File: src/rtl/router_param.sv
// Parameterised wormhole router: per-input FIFO and IDLE/REQ/XFER FSM, and per-output
// round-robin arbiter whose grant is held from the head flit through the tail flit.
module router_param #(
    parameter int unsigned NUM_PORTS  = 5,
    parameter int unsigned DATA_WIDTH = 70,
    parameter int unsigned FIFO_DEPTH = 4,
    parameter int unsigned DEST_W     = 4,
    localparam int unsigned PORT_W    = $clog2(NUM_PORTS)
) (
    input  logic                            clk,
    input  logic                            rst,
    input  logic [NUM_PORTS*DATA_WIDTH-1:0] in_data,
    input  logic [NUM_PORTS-1:0]            in_val,
    output logic [NUM_PORTS-1:0]            in_ack,
    output logic [NUM_PORTS*DATA_WIDTH-1:0] out_data,
    output logic [NUM_PORTS-1:0]            out_val,
    input  logic [NUM_PORTS-1:0]            out_ack,
    input  logic                            cfg_we,
    input  logic [DEST_W-1:0]               cfg_dest,
    input  logic [PORT_W-1:0]               cfg_port,
    output logic [15:0]                     drop_cnt
);

    localparam int unsigned PTR_W = $clog2(FIFO_DEPTH);
    localparam int unsigned CNT_W = $clog2(FIFO_DEPTH + 1);
    localparam int unsigned TBL_N = 2 ** DEST_W;
    localparam int unsigned HEAD  = DATA_WIDTH - 1;
    localparam int unsigned TAIL  = DATA_WIDTH - 2;

    typedef enum logic [1:0] {StIdle, StReq, StXfer} in_state_e;

    logic [DATA_WIDTH-1:0] mem_q [NUM_PORTS][FIFO_DEPTH];
    logic [PTR_W-1:0]      wr_ptr_q [NUM_PORTS];
    logic [PTR_W-1:0]      wr_ptr_d [NUM_PORTS];
    logic [PTR_W-1:0]      rd_ptr_q [NUM_PORTS];
    logic [PTR_W-1:0]      rd_ptr_d [NUM_PORTS];
    logic [CNT_W-1:0]      cnt_q    [NUM_PORTS];
    logic [CNT_W-1:0]      cnt_d    [NUM_PORTS];
    in_state_e             state_q  [NUM_PORTS];
    in_state_e             state_d  [NUM_PORTS];
    logic [PORT_W-1:0]     tgt_q    [NUM_PORTS];
    logic [PORT_W-1:0]     tgt_d    [NUM_PORTS];
    logic [PORT_W-1:0]     gnt_idx_q [NUM_PORTS];
    logic [PORT_W-1:0]     gnt_idx_d [NUM_PORTS];
    logic [PORT_W-1:0]     rr_q     [NUM_PORTS];
    logic [PORT_W-1:0]     rr_d     [NUM_PORTS];
    logic [PORT_W-1:0]     tbl_q    [TBL_N];
    logic [PORT_W-1:0]     tbl_d    [TBL_N];
    logic [NUM_PORTS-1:0]  gnt_vld_q, gnt_vld_d;
    logic [15:0]           drop_q, drop_d;
    logic                  rdy_q, rdy_d;

    logic [DATA_WIDTH-1:0] front [NUM_PORTS];
    logic [NUM_PORTS-1:0]  req   [NUM_PORTS];
    logic [NUM_PORTS-1:0]  nempty, full, push, pop, fwd_pop, drop_pop, fwd_pop_o, gnt_new;
    logic [PORT_W-1:0]     cand;
    logic [3:0]            drop_sum;
    logic [16:0]           drop_inc;

    // FIFO status and ingress handshake; rdy_q keeps in_ack low until the first edge out of reset
    always_comb begin
        for (int i = 0; i < NUM_PORTS; i++) begin
            front[i]  = mem_q[i][rd_ptr_q[i]];
            nempty[i] = (cnt_q[i] != '0);
            full[i]   = (cnt_q[i] == CNT_W'(FIFO_DEPTH));
        end
        in_ack = {NUM_PORTS{rdy_q}} & ~full;
        push   = in_val & in_ack;
        rdy_d  = 1'b1;
    end

    // Egress datapath
    always_comb begin
        out_val   = '0;
        out_data  = '0;
        fwd_pop_o = '0;
        for (int o = 0; o < NUM_PORTS; o++) begin
            if (gnt_vld_q[o] && nempty[gnt_idx_q[o]]) begin
                out_val[o] = 1'b1;
                out_data[o*DATA_WIDTH +: DATA_WIDTH] = front[gnt_idx_q[o]];
            end
            fwd_pop_o[o] = out_val[o] & out_ack[o];
        end
    end

    always_comb begin
        fwd_pop  = '0;
        drop_pop = '0;
        drop_sum = '0;
        for (int i = 0; i < NUM_PORTS; i++) begin
            for (int o = 0; o < NUM_PORTS; o++) begin
                if (fwd_pop_o[o] && gnt_idx_q[o] == PORT_W'(i)) fwd_pop[i] = 1'b1;
                req[o][i] = (state_q[i] == StReq) && (tgt_q[i] == PORT_W'(o));
            end
            drop_pop[i] = (state_q[i] == StIdle) && nempty[i] && !front[i][HEAD];
            drop_sum    = drop_sum + 4'(drop_pop[i]);
        end
        pop      = fwd_pop | drop_pop;
        drop_inc = 17'(drop_q) + 17'(drop_sum);
        drop_d   = (drop_inc > 17'h0FFFF) ? 16'hFFFF : drop_inc[15:0];
    end

    // Round-robin arbiters; a grant stays until its tail flit leaves
    always_comb begin
        gnt_vld_d = gnt_vld_q;
        gnt_idx_d = gnt_idx_q;
        rr_d      = rr_q;
        gnt_new   = '0;
        cand      = '0;
        for (int o = 0; o < NUM_PORTS; o++) begin
            if (gnt_vld_q[o]) begin
                if (fwd_pop_o[o] && front[gnt_idx_q[o]][TAIL]) gnt_vld_d[o] = 1'b0;
            end else begin
                for (int k = 0; k < NUM_PORTS; k++) begin
                    cand = PORT_W'((32'(rr_q[o]) + 32'(k)) % NUM_PORTS);
                    if (!gnt_new[o] && req[o][cand]) begin
                        gnt_new[o]   = 1'b1;
                        gnt_vld_d[o] = 1'b1;
                        gnt_idx_d[o] = cand;
                        rr_d[o]      = PORT_W'((32'(cand) + 1) % NUM_PORTS);
                    end
                end
            end
        end
    end

    // Input FSMs and FIFO pointers
    always_comb begin
        for (int i = 0; i < NUM_PORTS; i++) begin
            state_d[i]  = state_q[i];
            tgt_d[i]    = tgt_q[i];
            wr_ptr_d[i] = wr_ptr_q[i] + PTR_W'(push[i]);
            rd_ptr_d[i] = rd_ptr_q[i] + PTR_W'(pop[i]);
            cnt_d[i]    = cnt_q[i];
            case ({push[i], pop[i]})
                2'b10:   cnt_d[i] = cnt_q[i] + CNT_W'(1);
                2'b01:   cnt_d[i] = cnt_q[i] - CNT_W'(1);
                default: cnt_d[i] = cnt_q[i];
            endcase
            unique case (state_q[i])
                StIdle: begin
                    if (nempty[i] && front[i][HEAD]) begin
                        tgt_d[i]   = tbl_q[front[i][DEST_W-1:0]];
                        state_d[i] = StReq;
                    end
                end
                StReq: begin
                    if (gnt_new[tgt_q[i]] && gnt_idx_d[tgt_q[i]] == PORT_W'(i)) begin
                        state_d[i] = StXfer;
                    end
                end
                StXfer: begin
                    if (fwd_pop[i] && front[i][TAIL]) state_d[i] = StIdle;
                end
                default: state_d[i] = StIdle;
            endcase
        end
    end

    always_comb begin
        tbl_d = tbl_q;
        if (cfg_we && (32'(cfg_port) < NUM_PORTS)) tbl_d[cfg_dest] = cfg_port;
    end

    always_ff @(posedge clk) begin
        for (int i = 0; i < NUM_PORTS; i++) begin
            if (push[i]) mem_q[i][wr_ptr_q[i]] <= in_data[i*DATA_WIDTH +: DATA_WIDTH];
        end
    end

    always_ff @(posedge clk or negedge rst) begin
        if (!rst) begin
            for (int i = 0; i < NUM_PORTS; i++) begin
                wr_ptr_q[i]  <= '0;
                rd_ptr_q[i]  <= '0;
                cnt_q[i]     <= '0;
                state_q[i]   <= StIdle;
                tgt_q[i]     <= '0;
                gnt_idx_q[i] <= '0;
                rr_q[i]      <= '0;
            end
            for (int t = 0; t < TBL_N; t++) tbl_q[t] <= PORT_W'(t % NUM_PORTS);
            gnt_vld_q <= '0;
            drop_q    <= '0;
            rdy_q     <= 1'b0;
        end else begin
            wr_ptr_q  <= wr_ptr_d;
            rd_ptr_q  <= rd_ptr_d;
            cnt_q     <= cnt_d;
            state_q   <= state_d;
            tgt_q     <= tgt_d;
            gnt_idx_q <= gnt_idx_d;
            rr_q      <= rr_d;
            tbl_q     <= tbl_d;
            gnt_vld_q <= gnt_vld_d;
            drop_q    <= drop_d;
            rdy_q     <= rdy_d;
        end
    end

    assign drop_cnt = drop_q;

endmodule

File: config.mk
export PLATFORM = sky130hd
export DESIGN_NAME = router_param
export DESIGN_NICKNAME = d
export VERILOG_FILES = /design/src/rtl/router_param.sv
export SDC_FILE = /design/constraint.sdc
export NUM_CORES = 2
export LEC_CHECK = 0
export CAP_MARGIN = 10
export CORE_MARGIN = 5
export CORE_UTILIZATION = 28
export DETAILED_ROUTE_END_ITERATION = 6
export SETUP_SLACK_MARGIN = 0.05
export SYNTH_ARGS = -nofsm -noshare
export SYNTH_HDL_FRONTEND = slang
export SYNTH_SLANG_ARGS = --single-unit
File: constraint.sdc
create_clock -name clk -period 6.1 [get_ports clk]
set_clock_uncertainty 0.1 [all_clocks]
set_input_delay 0.61 -clock clk [delete_from_list [all_inputs] [get_ports clk]]
set_output_delay 0.61 -clock clk [all_outputs]
set_load 0.01 [all_outputs]
==> impl_results.md <==
* Post-synthesis area per instance at 14.8 um2
* CP top delay family: buffers and inverters
* Yosys top cell area share at 0.503
* Vias in the first global route at 60,600
* Crit Reg-Reg Endpoint: rr_q[1]
* Drt pass-1 iters at 7
* CTS Buffer Depth at 4
* Main synth FF type: edfxtp_1
* H-tree Lvls at 4
* Clock sinks at 1,560
* Fin area at 104,000 um2
* Number of flops mapped to enable cells by yosys at 1,400
* Top cell type by total area after synthesis: edfxtp_1
* Syn_nets at 6,156
* Yosys synthesis warning count at 0
* FF-to-FF setup slack at 0.33 ns
* GR Overflow Total at 0
* Max incr delay on CP at 0.68 ns
* Pin count of the biggest net entering global routing at 90
* Met1 wire length at around 130,000 um
* Outcome: complete, but fails checks
* Max frequency at 0.172 GHz
* Final Cycle Share at 0.953
* Site Rows at 200
* CTS tree: done
* Avg Vias per Cell at 5.80
* Slew @ Worst Pin at 1.28 ns
* Max cap viols at 0
* Type of the most critical hold path: input port to register
* I/O Pins at between 700 and 800
* Worst Setup EP: out_data[304]
* Levels on crit path at 8
* Total GRT Usage at 0.239
* Setup TNS at 0 ns
* Post-DRT Antenna Nets at 0
* DRC at 1
* Buffers on Ports at 745
* Asr flop ratio synth at 0.103
* Vias at 61,600
* Mapped Cells at roughly 5,600
* Setup crit start: gnt_idx_q[0]
* Pleak at 0.0342 uW
* CP arrival at 5.10 ns
* Layout Area Growth over Synthesis at 24.1%
* PwrDens at 653 nW/um2
* Placed inst area at 97,200 um2
* Die width at 556 um
* Initial Util at 0.281
* Number of buffers and inverters on the critical path at 4
* CP dominant cell by count: buf_4
* Max_slew headroom at 0.148
* Max IR drop VDD at 0.482 mV
* CP max-delay cell: clkdlybuf4s50_1
* Die height at 556 um
* Hold Violations, Final at 0
* Worst-path clk slew at 0.06 ns
* Clock latency on the worst-skew pair at 0.89 ns
* Setup violations, final at 0
* Hpwl dp at 269,000 um
* Crit. End Element: primary output
* Share of layout cells above drive strength 1 at 0.243
* Final GP Congestion at approximately 0.95
* CP Launch Type: register
* Met2 WL post-DR at ~180,000 um
* WL/cell at 36.0 um
* Yosys cell types at 125
* Post-Syn Area at 83,500 um2
* Met3 Wirelength at 39,100 um
* Clock period minus worst slack at around 5.8 ns
* Total Power at between 60,000 and 70,000 uW
* R2r startpoint: rr_q[1]
* Final core occ at 0.349
* Kind of critical path: register to primary output
* First-pass GRT wire length at 515,000 um
* Slew Limit Fails at 0
* Initial antenna violation count at 161
* Area contributors post-synth: edfxtp_1 50%, mux4_2 21%, dfrtp_1 4.3%
* TritonCTS buffer count at 181
* DR iter-0 viols at 8,487
* Final net count at 6,965
* Required @ worst endpoint at 5.39 ns
* CTS root buffer: clkbuf_16
* Failing checks: DRC
* WHS at between 0.2 and 0.3 ns
* CP Cell Sequence: inv_6, mux4_2, nor2_1, o21ai_4, buf_4, buf_4, a21oi_1, clkdlybuf4s50_1
* Max Used Layer: met5
* Routed WL at 382,000 um
* Maximum fanout along the worst path at 36
* R2R depth at 25
* Seq/Total Area, Yosys at 0.551
* Hold wc startpoint: in_data[153]
* DIE AREA at 309,000 um2
* FF+latch count, synth at 1,560
* Total core area at slightly below 300,000 um2
area by class of cell:
type	instances	area [um2]
diodes	97	243
clock buffers	219	4710
clock inverters	108	1100
fillers	28300	193000
inverters	145	576
multi-input cells	3547	36100
flip-flops and latches	1560	46100
well taps	3939	4930
repair buffers	1005	9890
cell families after synthesis:
group / after synthesis / synth area share
AND/OR/NAND/NOR: 1351 / 0.0775
buffers and inverters: 524 / 0.0245
XOR/XNOR: 85 / 0.00932
adder cells (fa/ha/maj): 155 / 0.0241
multiplexers: 915 / 0.227
flip-flops: 1560 / 0.551
AO/OA/AOI/OAI: 1040 / 0.0865
other: 1 / 0.0000449
worst min path at each step:
stage                         end  depth (start not counted)
finish              mem_q[0][643]                          1
global route        mem_q[0][275]                          1
CTS                 mem_q[0][692]                          1
detailed placement       cnt_q[2]                          1
global placement         cnt_q[5]                          1
floorplan                cnt_q[0]                          0
state kept, by name, indices dropped and copies added, names as in the netlist:
| signal | flops |
|---|---|
| mem_q | 1400 |
| gnt_idx_q | 15 |
| rd_ptr_q | 10 |
| cnt_q | 15 |
| state_q | 10 |
| tbl_q | 48 |
| drop_cnt | 16 |
| wr_ptr_q | 10 |
| rr_q | 15 |
| tgt_q | 15 |
| gnt_vld_q | 5 |
| rdy_q | 1 |
cells in the final DEF (no fill, tap or decap), drive strengths merged, types with 61 or more instances in the layout:
cell	instances
a21oi	334
a32oi	90
buf	260
clkbuf	219
clkdlybuf4s50	744
clkinv	77
dfrtp	145
diode	97
edfxtp	1400
ha	145
inv	153
mux2	84
mux2i	61
mux4	770
nand2	523
nand2b	120
nand3	66
nor2	300
nor3	77
o211ai	156
o21ai	100
power breakdown:
part	internal (uW)	switching [uW]
Sequential	13200	1550
Combinational	17000	25100
Clock	6210	4670
Total	36400	31400
cells in the mapped netlist (10+ instances only):
library cell  instances
buf_2                18
o21ai_0              83
dfrtp_1             145
a21oi_1             328
and3_1               27
clkbuf_1            278
nand3b_1             10
mux4_2              770
o31ai_1              24
o21ai_1              17
nor2b_1              37
nor4_1               25
nor3b_1              24
o22ai_1              26
a211o_1              14
nor3_1               75
inv_1               129
inv_2                10
nand4_1              16
a21o_1               22
mux2_2               84
fa_1                 10
o21a_1               16
xnor2_1              50
a32oi_1              90
mux2i_1              57
and2_1               27
nand2_1             523
a31oi_1              24
a22oi_1              48
xor2_1               32
or3_1                14
o211ai_1            154
a211oi_1             28
nor2_1              299
or2_2                17
nand2b_1            120
edfxtp_1           1400
buf_1                74
ha_1                145
nand3_1              66
dfstp_2              15
or4_1                12
through the flow:
stage	worst slack, ns	cells
6_report	0.286	10600
3_5_place_dp	-0.197	10200
2_1_floorplan	0.0595	5631
5_1_grt	-0.0129	10600
3_3_place_gp	-0.0600	10200
4_1_cts	0.0247	10500
layer usage:
layer  GRT usage  vias up
met5           0        -
met4       0.180       86
met3      0.0689     1092
met2       0.381     4074
met1       0.271    31700
li1            -    24600
what timing repair did:
| item | in CTS | in global routing |
|---|---|---|
| resized for setup | 4 | 71 |
| hold buffers | 1 | 0 |
| pin swaps | 1 | 16 |
| endpoints found under the setup margin | 4 | 16 |
| hold endpoints to repair | 72 | 0 |
| buffers inserted | 1 | 7 |
No activity file was read; power rests on OpenSTA's default activity.
